### src/rtl/charram_access_sequencer_if.sv
`default_nettype none
// ============================================================================
// Module   : charram_access_sequencer_if
// Brief    : Slot request, CPU port, video port and DRAM pin bundle for the
//            character RAM access sequencer.
// Revision : 1.0
// ============================================================================
interface charram_access_sequencer_if;
    logic        i_SLOT_STRB;
    logic [13:0] i_VID_ADDR;
    logic        i_CPU_REQ;
    logic        i_CPU_WR;
    logic [13:0] i_CPU_ADDR;
    logic [3:0]  i_CPU_DIN;
    logic [3:0]  i_DRAM_DOUT;

    logic        o_CPU_DTACK_n;
    logic [3:0]  o_CPU_DOUT;
    logic        o_VID_VALID;
    logic [3:0]  o_VID_DATA;
    logic        o_RAS_n;
    logic        o_CAS_n;
    logic        o_WR_n;
    logic        o_RD_n;
    logic [7:0]  o_ADDR;
    logic [3:0]  o_DIN;

    // Requester / DRAM side
    modport master (
        output i_SLOT_STRB, i_VID_ADDR, i_CPU_REQ, i_CPU_WR, i_CPU_ADDR,
               i_CPU_DIN, i_DRAM_DOUT,
        input  o_CPU_DTACK_n, o_CPU_DOUT, o_VID_VALID, o_VID_DATA,
               o_RAS_n, o_CAS_n, o_WR_n, o_RD_n, o_ADDR, o_DIN
    );

    // Sequencer side
    modport slave (
        input  i_SLOT_STRB, i_VID_ADDR, i_CPU_REQ, i_CPU_WR, i_CPU_ADDR,
               i_CPU_DIN, i_DRAM_DOUT,
        output o_CPU_DTACK_n, o_CPU_DOUT, o_VID_VALID, o_VID_DATA,
               o_RAS_n, o_CAS_n, o_WR_n, o_RD_n, o_ADDR, o_DIN
    );
endinterface
`default_nettype wire

### src/rtl/charram_access_sequencer.sv
`default_nettype none
// ============================================================================
// Module   : charram_access_sequencer
// Brief    : Time-slotted DRAM sequencer sharing a 16Kx4 character RAM between
//            video fetches and a CPU that owns one slot in CPU_SLOT_EVERY.
// Revision : 1.0
// ============================================================================
module charram_access_sequencer #(
    parameter int CPU_SLOT_EVERY = 2
) (
    input  wire logic                   i_MCLK,
    input  wire logic                   i_RST_n,
    charram_access_sequencer_if.slave   bus
);

    localparam int SLOT_W = (CPU_SLOT_EVERY > 1) ? $clog2(CPU_SLOT_EVERY) : 1;
    localparam logic [SLOT_W-1:0] c_LAST_SLOT = SLOT_W'(CPU_SLOT_EVERY - 1);

    typedef enum logic [2:0] {
        IDLE = 3'd0,
        ROW  = 3'd1,
        COL  = 3'd2,
        ACC  = 3'd3,
        CAP  = 3'd4,
        PRE  = 3'd5
    } state_e;

    state_e             state_q, state_d;
    logic [SLOT_W-1:0]  slot_q, slot_d;
    logic [13:0]        addr_q, addr_d;
    logic               wr_q, wr_d;
    logic               cpu_q, cpu_d;
    logic [3:0]         wdata_q, wdata_d;

    logic               ras_n_q, ras_n_d;
    logic               cas_n_q, cas_n_d;
    logic               wr_n_q, wr_n_d;
    logic               rd_n_q, rd_n_d;
    logic [7:0]         dram_addr_q, dram_addr_d;
    logic [3:0]         dram_din_q, dram_din_d;
    logic               cpu_dtack_n_q, cpu_dtack_n_d;
    logic [3:0]         cpu_dout_q, cpu_dout_d;
    logic               vid_valid_q, vid_valid_d;
    logic [3:0]         vid_data_q, vid_data_d;

    logic               w_accept;
    logic               w_cpu_slot;
    logic [13:0]        w_sel_addr;

    assign w_accept   = (state_q == IDLE) && bus.i_SLOT_STRB;
    // An outstanding DTACK blocks a new CPU access until the CPU drops REQ.
    assign w_cpu_slot = (slot_q == c_LAST_SLOT) && bus.i_CPU_REQ && cpu_dtack_n_q;
    assign w_sel_addr = w_cpu_slot ? bus.i_CPU_ADDR : bus.i_VID_ADDR;

    always_comb begin
        state_d       = state_q;
        slot_d        = slot_q;
        addr_d        = addr_q;
        wr_d          = wr_q;
        cpu_d         = cpu_q;
        wdata_d       = wdata_q;
        ras_n_d       = 1'b1;
        cas_n_d       = 1'b1;
        wr_n_d        = 1'b1;
        rd_n_d        = 1'b1;
        dram_addr_d   = dram_addr_q;
        dram_din_d    = dram_din_q;
        cpu_dtack_n_d = cpu_dtack_n_q;
        cpu_dout_d    = cpu_dout_q;
        vid_valid_d   = 1'b0;
        vid_data_d    = vid_data_q;

        if (!cpu_dtack_n_q && !bus.i_CPU_REQ) begin
            cpu_dtack_n_d = 1'b1;
        end

        // Outputs are computed for the state being entered, so every pin is a flop.
        case (state_q)
            IDLE: begin
                if (w_accept) begin
                    state_d     = ROW;
                    slot_d      = (slot_q == c_LAST_SLOT) ? '0 : slot_q + 1'b1;
                    cpu_d       = w_cpu_slot;
                    wr_d        = w_cpu_slot && bus.i_CPU_WR;
                    addr_d      = w_sel_addr;
                    wdata_d     = bus.i_CPU_DIN;
                    ras_n_d     = 1'b0;
                    dram_addr_d = w_sel_addr[7:0];
                end
            end
            ROW: begin
                state_d     = COL;
                ras_n_d     = 1'b0;
                cas_n_d     = 1'b0;
                dram_addr_d = {1'b0, addr_q[13:8], 1'b0};
            end
            COL: begin
                state_d = ACC;
                ras_n_d = 1'b0;
                cas_n_d = 1'b0;
                rd_n_d  = wr_q;
                wr_n_d  = !wr_q;
                if (wr_q) begin
                    dram_din_d = wdata_q;
                end
            end
            ACC: begin
                state_d = CAP;
                ras_n_d = 1'b0;
                cas_n_d = 1'b0;
            end
            CAP: begin
                state_d = PRE;
                if (cpu_q) begin
                    cpu_dtack_n_d = 1'b0;
                    if (!wr_q) begin
                        cpu_dout_d = bus.i_DRAM_DOUT;
                    end
                end else begin
                    vid_valid_d = 1'b1;
                    vid_data_d  = bus.i_DRAM_DOUT;
                end
            end
            PRE: begin
                state_d = IDLE;
            end
            default: begin
                state_d = IDLE;
            end
        endcase
    end

    always_ff @(posedge i_MCLK or negedge i_RST_n) begin
        if (!i_RST_n) begin
            state_q       <= IDLE;
            slot_q        <= '0;
            addr_q        <= '0;
            wr_q          <= 1'b0;
            cpu_q         <= 1'b0;
            wdata_q       <= '0;
            ras_n_q       <= 1'b1;
            cas_n_q       <= 1'b1;
            wr_n_q        <= 1'b1;
            rd_n_q        <= 1'b1;
            dram_addr_q   <= '0;
            dram_din_q    <= '0;
            cpu_dtack_n_q <= 1'b1;
            cpu_dout_q    <= '0;
            vid_valid_q   <= 1'b0;
            vid_data_q    <= '0;
        end else begin
            state_q       <= state_d;
            slot_q        <= slot_d;
            addr_q        <= addr_d;
            wr_q          <= wr_d;
            cpu_q         <= cpu_d;
            wdata_q       <= wdata_d;
            ras_n_q       <= ras_n_d;
            cas_n_q       <= cas_n_d;
            wr_n_q        <= wr_n_d;
            rd_n_q        <= rd_n_d;
            dram_addr_q   <= dram_addr_d;
            dram_din_q    <= dram_din_d;
            cpu_dtack_n_q <= cpu_dtack_n_d;
            cpu_dout_q    <= cpu_dout_d;
            vid_valid_q   <= vid_valid_d;
            vid_data_q    <= vid_data_d;
        end
    end

    assign bus.o_RAS_n       = ras_n_q;
    assign bus.o_CAS_n       = cas_n_q;
    assign bus.o_WR_n        = wr_n_q;
    assign bus.o_RD_n        = rd_n_q;
    assign bus.o_ADDR        = dram_addr_q;
    assign bus.o_DIN         = dram_din_q;
    assign bus.o_CPU_DTACK_n = cpu_dtack_n_q;
    assign bus.o_CPU_DOUT    = cpu_dout_q;
    assign bus.o_VID_VALID   = vid_valid_q;
    assign bus.o_VID_DATA    = vid_data_q;

endmodule
`default_nettype wire
### src/flat_wrapper.sv
// flat-port wrapper written by rule: the top's interface ports become plain ports
module charram_access_sequencer_flat 
#(
    parameter int CPU_SLOT_EVERY = 2
)
  (i_MCLK, i_RST_n, bus_i_SLOT_STRB, bus_i_VID_ADDR, bus_i_CPU_REQ, bus_i_CPU_WR, bus_i_CPU_ADDR, bus_i_CPU_DIN, bus_i_DRAM_DOUT, bus_o_CPU_DTACK_n, bus_o_CPU_DOUT, bus_o_VID_VALID, bus_o_VID_DATA, bus_o_RAS_n, bus_o_CAS_n, bus_o_WR_n, bus_o_RD_n, bus_o_ADDR, bus_o_DIN);
  charram_access_sequencer_if bus_i ();
  input  wire logic i_MCLK;
  input  wire logic i_RST_n;
  input wire logic [$bits(bus_i.i_SLOT_STRB)-1:0] bus_i_SLOT_STRB;
  input wire logic [$bits(bus_i.i_VID_ADDR)-1:0] bus_i_VID_ADDR;
  input wire logic [$bits(bus_i.i_CPU_REQ)-1:0] bus_i_CPU_REQ;
  input wire logic [$bits(bus_i.i_CPU_WR)-1:0] bus_i_CPU_WR;
  input wire logic [$bits(bus_i.i_CPU_ADDR)-1:0] bus_i_CPU_ADDR;
  input wire logic [$bits(bus_i.i_CPU_DIN)-1:0] bus_i_CPU_DIN;
  input wire logic [$bits(bus_i.i_DRAM_DOUT)-1:0] bus_i_DRAM_DOUT;
  output wire logic [$bits(bus_i.o_CPU_DTACK_n)-1:0] bus_o_CPU_DTACK_n;
  output wire logic [$bits(bus_i.o_CPU_DOUT)-1:0] bus_o_CPU_DOUT;
  output wire logic [$bits(bus_i.o_VID_VALID)-1:0] bus_o_VID_VALID;
  output wire logic [$bits(bus_i.o_VID_DATA)-1:0] bus_o_VID_DATA;
  output wire logic [$bits(bus_i.o_RAS_n)-1:0] bus_o_RAS_n;
  output wire logic [$bits(bus_i.o_CAS_n)-1:0] bus_o_CAS_n;
  output wire logic [$bits(bus_i.o_WR_n)-1:0] bus_o_WR_n;
  output wire logic [$bits(bus_i.o_RD_n)-1:0] bus_o_RD_n;
  output wire logic [$bits(bus_i.o_ADDR)-1:0] bus_o_ADDR;
  output wire logic [$bits(bus_i.o_DIN)-1:0] bus_o_DIN;
  assign bus_i.i_SLOT_STRB = bus_i_SLOT_STRB;
  assign bus_i.i_VID_ADDR = bus_i_VID_ADDR;
  assign bus_i.i_CPU_REQ = bus_i_CPU_REQ;
  assign bus_i.i_CPU_WR = bus_i_CPU_WR;
  assign bus_i.i_CPU_ADDR = bus_i_CPU_ADDR;
  assign bus_i.i_CPU_DIN = bus_i_CPU_DIN;
  assign bus_i.i_DRAM_DOUT = bus_i_DRAM_DOUT;
  assign bus_o_CPU_DTACK_n = bus_i.o_CPU_DTACK_n;
  assign bus_o_CPU_DOUT = bus_i.o_CPU_DOUT;
  assign bus_o_VID_VALID = bus_i.o_VID_VALID;
  assign bus_o_VID_DATA = bus_i.o_VID_DATA;
  assign bus_o_RAS_n = bus_i.o_RAS_n;
  assign bus_o_CAS_n = bus_i.o_CAS_n;
  assign bus_o_WR_n = bus_i.o_WR_n;
  assign bus_o_RD_n = bus_i.o_RD_n;
  assign bus_o_ADDR = bus_i.o_ADDR;
  assign bus_o_DIN = bus_i.o_DIN;
  charram_access_sequencer #(.CPU_SLOT_EVERY(CPU_SLOT_EVERY)) u_core (.i_MCLK(i_MCLK), .i_RST_n(i_RST_n), .bus(bus_i));
endmodule
### config.mk
export PLATFORM = sky130hd
export DESIGN_NAME = charram_access_sequencer_flat
export DESIGN_NICKNAME = d
export VERILOG_FILES = /design/src/rtl/charram_access_sequencer_if.sv /design/src/rtl/charram_access_sequencer.sv /design/src/flat_wrapper.sv
export SDC_FILE = /design/constraint.sdc
export NUM_CORES = 1
export LEC_CHECK = 0
export ABC_AREA = 1
export BUFFER_PORTS_ARGS = -buffer_cell sky130_fd_sc_hd__buf_2
export CELL_PAD_IN_SITES_DETAIL_PLACEMENT = 1
export CELL_PAD_IN_SITES_GLOBAL_PLACEMENT = 1
export CORE_MARGIN = 5
export CORE_UTILIZATION = 35
export CTS_CLUSTER_SIZE = 28
export DETAILED_ROUTE_END_ITERATION = 6
export PLACE_DENSITY_LB_ADDON = 0.1
export SYNTH_ARGS = -nofsm -noshare
export SYNTH_HDL_FRONTEND = slang
export SYNTH_SLANG_ARGS = --single-unit
### constraint.sdc
create_clock -name i_MCLK -period 1.39 [get_ports i_MCLK]
set_input_delay 0.2085 -clock i_MCLK [delete_from_list [all_inputs] [get_ports i_MCLK]]
set_output_delay 0.2085 -clock i_MCLK [all_outputs]
set_load 0.02 [all_outputs]
==> flow_summary.ini <==
[floorplanning]
core_mm2 = 0.00514
fp.dieW_um = 83.1
initial_utilization_pct = 36.3
die-area_mm2 = 0.00690
ios = 67
num_rows = 26
fp.dieH_um = 83.1

[critical_path]
crit_chain = nor2_4 > nand3_4 > buf_4 > nand2_1 > o21ai_0
required_ns = 1.57
r2r-start = u_core.state_q[1]$_DFFE_PN0P_
worstSetupStartpointType = flop
critical_path_class = reg -> reg
critPathSlowestCell = dfrtp_1
cp_max_fo = 10
ff2ff_path_depth = 5
max_stage_delay_ns = 0.46
timing.rr.end = u_core.wr_q$_DFFE_PN0P_
end_kind = flop
r2r_setup_slack_ns = 0.14
cp.arrival_ns = 1.43

[synth]
yosys_register_bits = 42
yosysUniqueCellTypes = 19
yosys_warnings = 0
synth_nets = 274
ys_seq_area_share_pct = 56.6
synth_area_mm2 = 0.00187
synth_cells = 233
synth_area_per_cell_um2 = 8.02

[final_layout]
n_antenna_cell = 0
fin_area_mm2 = 0.00248
final_nets = 352
area_delta_synth_final_pct = 32.8
drive_above_1_share_pct = 30.4
fillers = 687
utilization_pct = 48.3

[timing]
fin_worst_skew_ns = 0.00477
tns_ns = 0
fmax_mhz = 800
hold_viol = 0
setup_ws_ns = 0.140
finalCritPeriodShare_pct = 89.9
setup_viol = 0
period_minus_slack_ns = 1.25
finalMaxSlewViolations = 0
rsz0062_at_grt = false
slew_headroom_pct = 74.5
worstMarginPinSlew_ns = 0.383

[grt]
grt_max_degree = 20
grt_pass1_wl_mm = 8.32
overflow = 0
track_usage_pct = 14.7
antenna_found_initial = 0
grt_pass1_vias = 1838

[worst_hold_path]
hold_class = in -> reg
min_to = u_core.wdata_q[3]$_DFFE_PN0P_
holdPathStages = 3
min_from = bus_i_CPU_DIN[3]

[run_status]
status = completed

[place]
hpwl_mm = 3.57
place_area_mm2 = 0.00233
place.gp.congestion = 0.695
port_buffers = 66
preCtsSetupSlack_ns = 0.0614

[routing]
wl_mm = 4.79
drt-initial-drc-count = 53
drc = 0
wire_per_inst_um = 12.5
via_per_inst = 4.53
num_vias = 1730
dr.pass1.iters = 4
ant_nets = 0

[power_and_ir_drop]
powerDensity_mw_per_mm2 = 2170
ir_worst_vdd_uv = 714
power_leakage_uw = 0.00142

[cts]
cts_buffers = 5
h-tree-depth = 2
cts_root_buffer = clkbuf_8
cts_sinks = 42
ctsLongestPathBuffers = 2
cts_tree = built
clk_latency_ns = 0.29
path_clk_slew_ns = 0.08

[job]
max-cap-violations = 0
==> layer usage <==
| metal | share of wire (%) | track usage [%] | wire, um |
|---|---|---|---|
| met1 | 41 | 16.3 | 1950 |
| met5 | 0 | 0 | 0 |
| met2 | 53 | 26.9 | 2520 |
| met3 | 5.2 | 3.96 | 249 |
| met4 | 1.5 | 4.90 | 74 |
==> cell usage in the layout, fill, tap and decap left out, types with 5 or more instances in the layout <==
cell type / count
dfstp_2: 5
nand2_1: 127
o21ai_0: 11
buf_4: 7
buf_2: 66
nand3_1: 11
dfrtp_1: 37
clkbuf_8: 6
inv_1: 23
==> power by group <==
group | switching (uW) | leakage (uW) | total (uW) | internal (uW)
Clock | 406 | 0.0000585 | 992 | 586
Combinational | 1440 | 0.000849 | 2250 | 803
Sequential | 343 | 0.000514 | 2140 | 1800
Total | 2190 | 0.00142 | 5380 | 3190
==> worst max-delay path: cells and delay by family (launching register included) <==
family	cells	cell delay, ns
DFF	1	0.46
AOI/OAI and AO/OA	1	0.07
buffers and inverters	1	0.19
and+or+nand+nor	3	0.42
==> cell usage after synthesis <==
master,n,area (um^2)
nand2_1,127,477
dfrtp_1,37,926
inv_1,23,86.3
nand3_1,12,60.1
o21ai_0,11,55.1
dfstp_2,5,131
nor2_2,3,18.8
buf_2,2,10.0
buf_6,2,22.5
o22ai_1,2,12.5
a21oi_1,1,5.00
clkbuf_1,1,3.75
inv_2,1,3.75
nand3_4,1,17.5
nand4_1,1,6.26
nor2_1,1,3.75
nor2_4,1,11.3
o21ai_2,1,8.76
xnor2_1,1,8.76
==> worst max path at each step <==
| stage | start | endpoint | slack [ns] | cells past startpoint |
|---|---|---|---|---|
| finish | u_core.state_q[1]$_DFFE_PN0P_ | u_core.wr_q$_DFFE_PN0P_ | 0.14 | 5 |
| global route | u_core.state_q[1]$_DFFE_PN0P_ | u_core.bus.o_ADDR[0]$_DFFE_PN0P_ | 0.007 | 5 |
| CTS | u_core.state_q[1]$_DFFE_PN0P_ | u_core.bus.o_ADDR[0]$_DFFE_PN0P_ | 0.04 | 5 |
| detailed placement | u_core.state_q[1]$_DFFE_PN0P_ | u_core.bus.o_ADDR[1]$_DFFE_PN0P_ | 0.06 | 5 |
| global placement | u_core.state_q[1]$_DFFE_PN0P_ | u_core.bus.o_ADDR[1]$_DFFE_PN0P_ | 0.11 | 5 |
| floorplan | u_core.bus.o_CPU_DTACK_n$_DFF_PN1_ | u_core.bus.o_ADDR[0]$_DFFE_PN0P_ | 0.08 | 6 |
==> flip-flops by register name (all words and copies together) (netlist names), 3 cells and up <==
name                   flops
u_core.bus.o_ADDR          8
u_core.addr_q              6
u_core.bus.o_CPU_DOUT      4
u_core.bus.o_DIN           4
u_core.bus.o_VID_DATA      4
u_core.wdata_q             4
u_core.state_q             3
==> kinds of logic after synthesis <==
logic type	synth area share, %
DFF	56.6
AOI/OAI and AO/OA	4.35
buffers and inverters	6.76
xor gates and xnor gates	0.469
and+or+nand+nor	31.8
==> timing repair <==
| action | in CTS | in global routing |
|---|---|---|
| setup buffers | 0 | 1 |
| gates resized for setup | 0 | 4 |
| endpoints found under the setup margin | 0 | 26 |
| hold endpoints to repair | 12 | 0 |
| hold buffers | 1 | 0 |
==> metrics by stage <==
step / hold WS, ns / power (uW) / cells
6_report: 0.113 / 5380 / 382
5_1_grt: 0.105 / 5870 / 382
4_1_cts: 0.106 / 5450 / 381
3_5_place_dp: 0.139 / 4420 / 372
3_3_place_gp: 0.134 / 4350 / 372
2_1_floorplan: -0.0871 / 3590 / 233
==> area by class of cell <==
type | instances | area (um^2) | area share [%]
inverters | 24 | 92.6 | 3.73
flip-flops and latches | 42 | 1060 | 42.6
multi-input cells | 162 | 694 | 28.0
well taps | 70 | 87.6 | 3.53
clock buffers | 7 | 86.3 | 3.48
repair buffers | 76 | 433 | 17.4
clock inverters | 1 | 30.0 | 1.21
No activity file was read; power rests on OpenSTA's default activity.
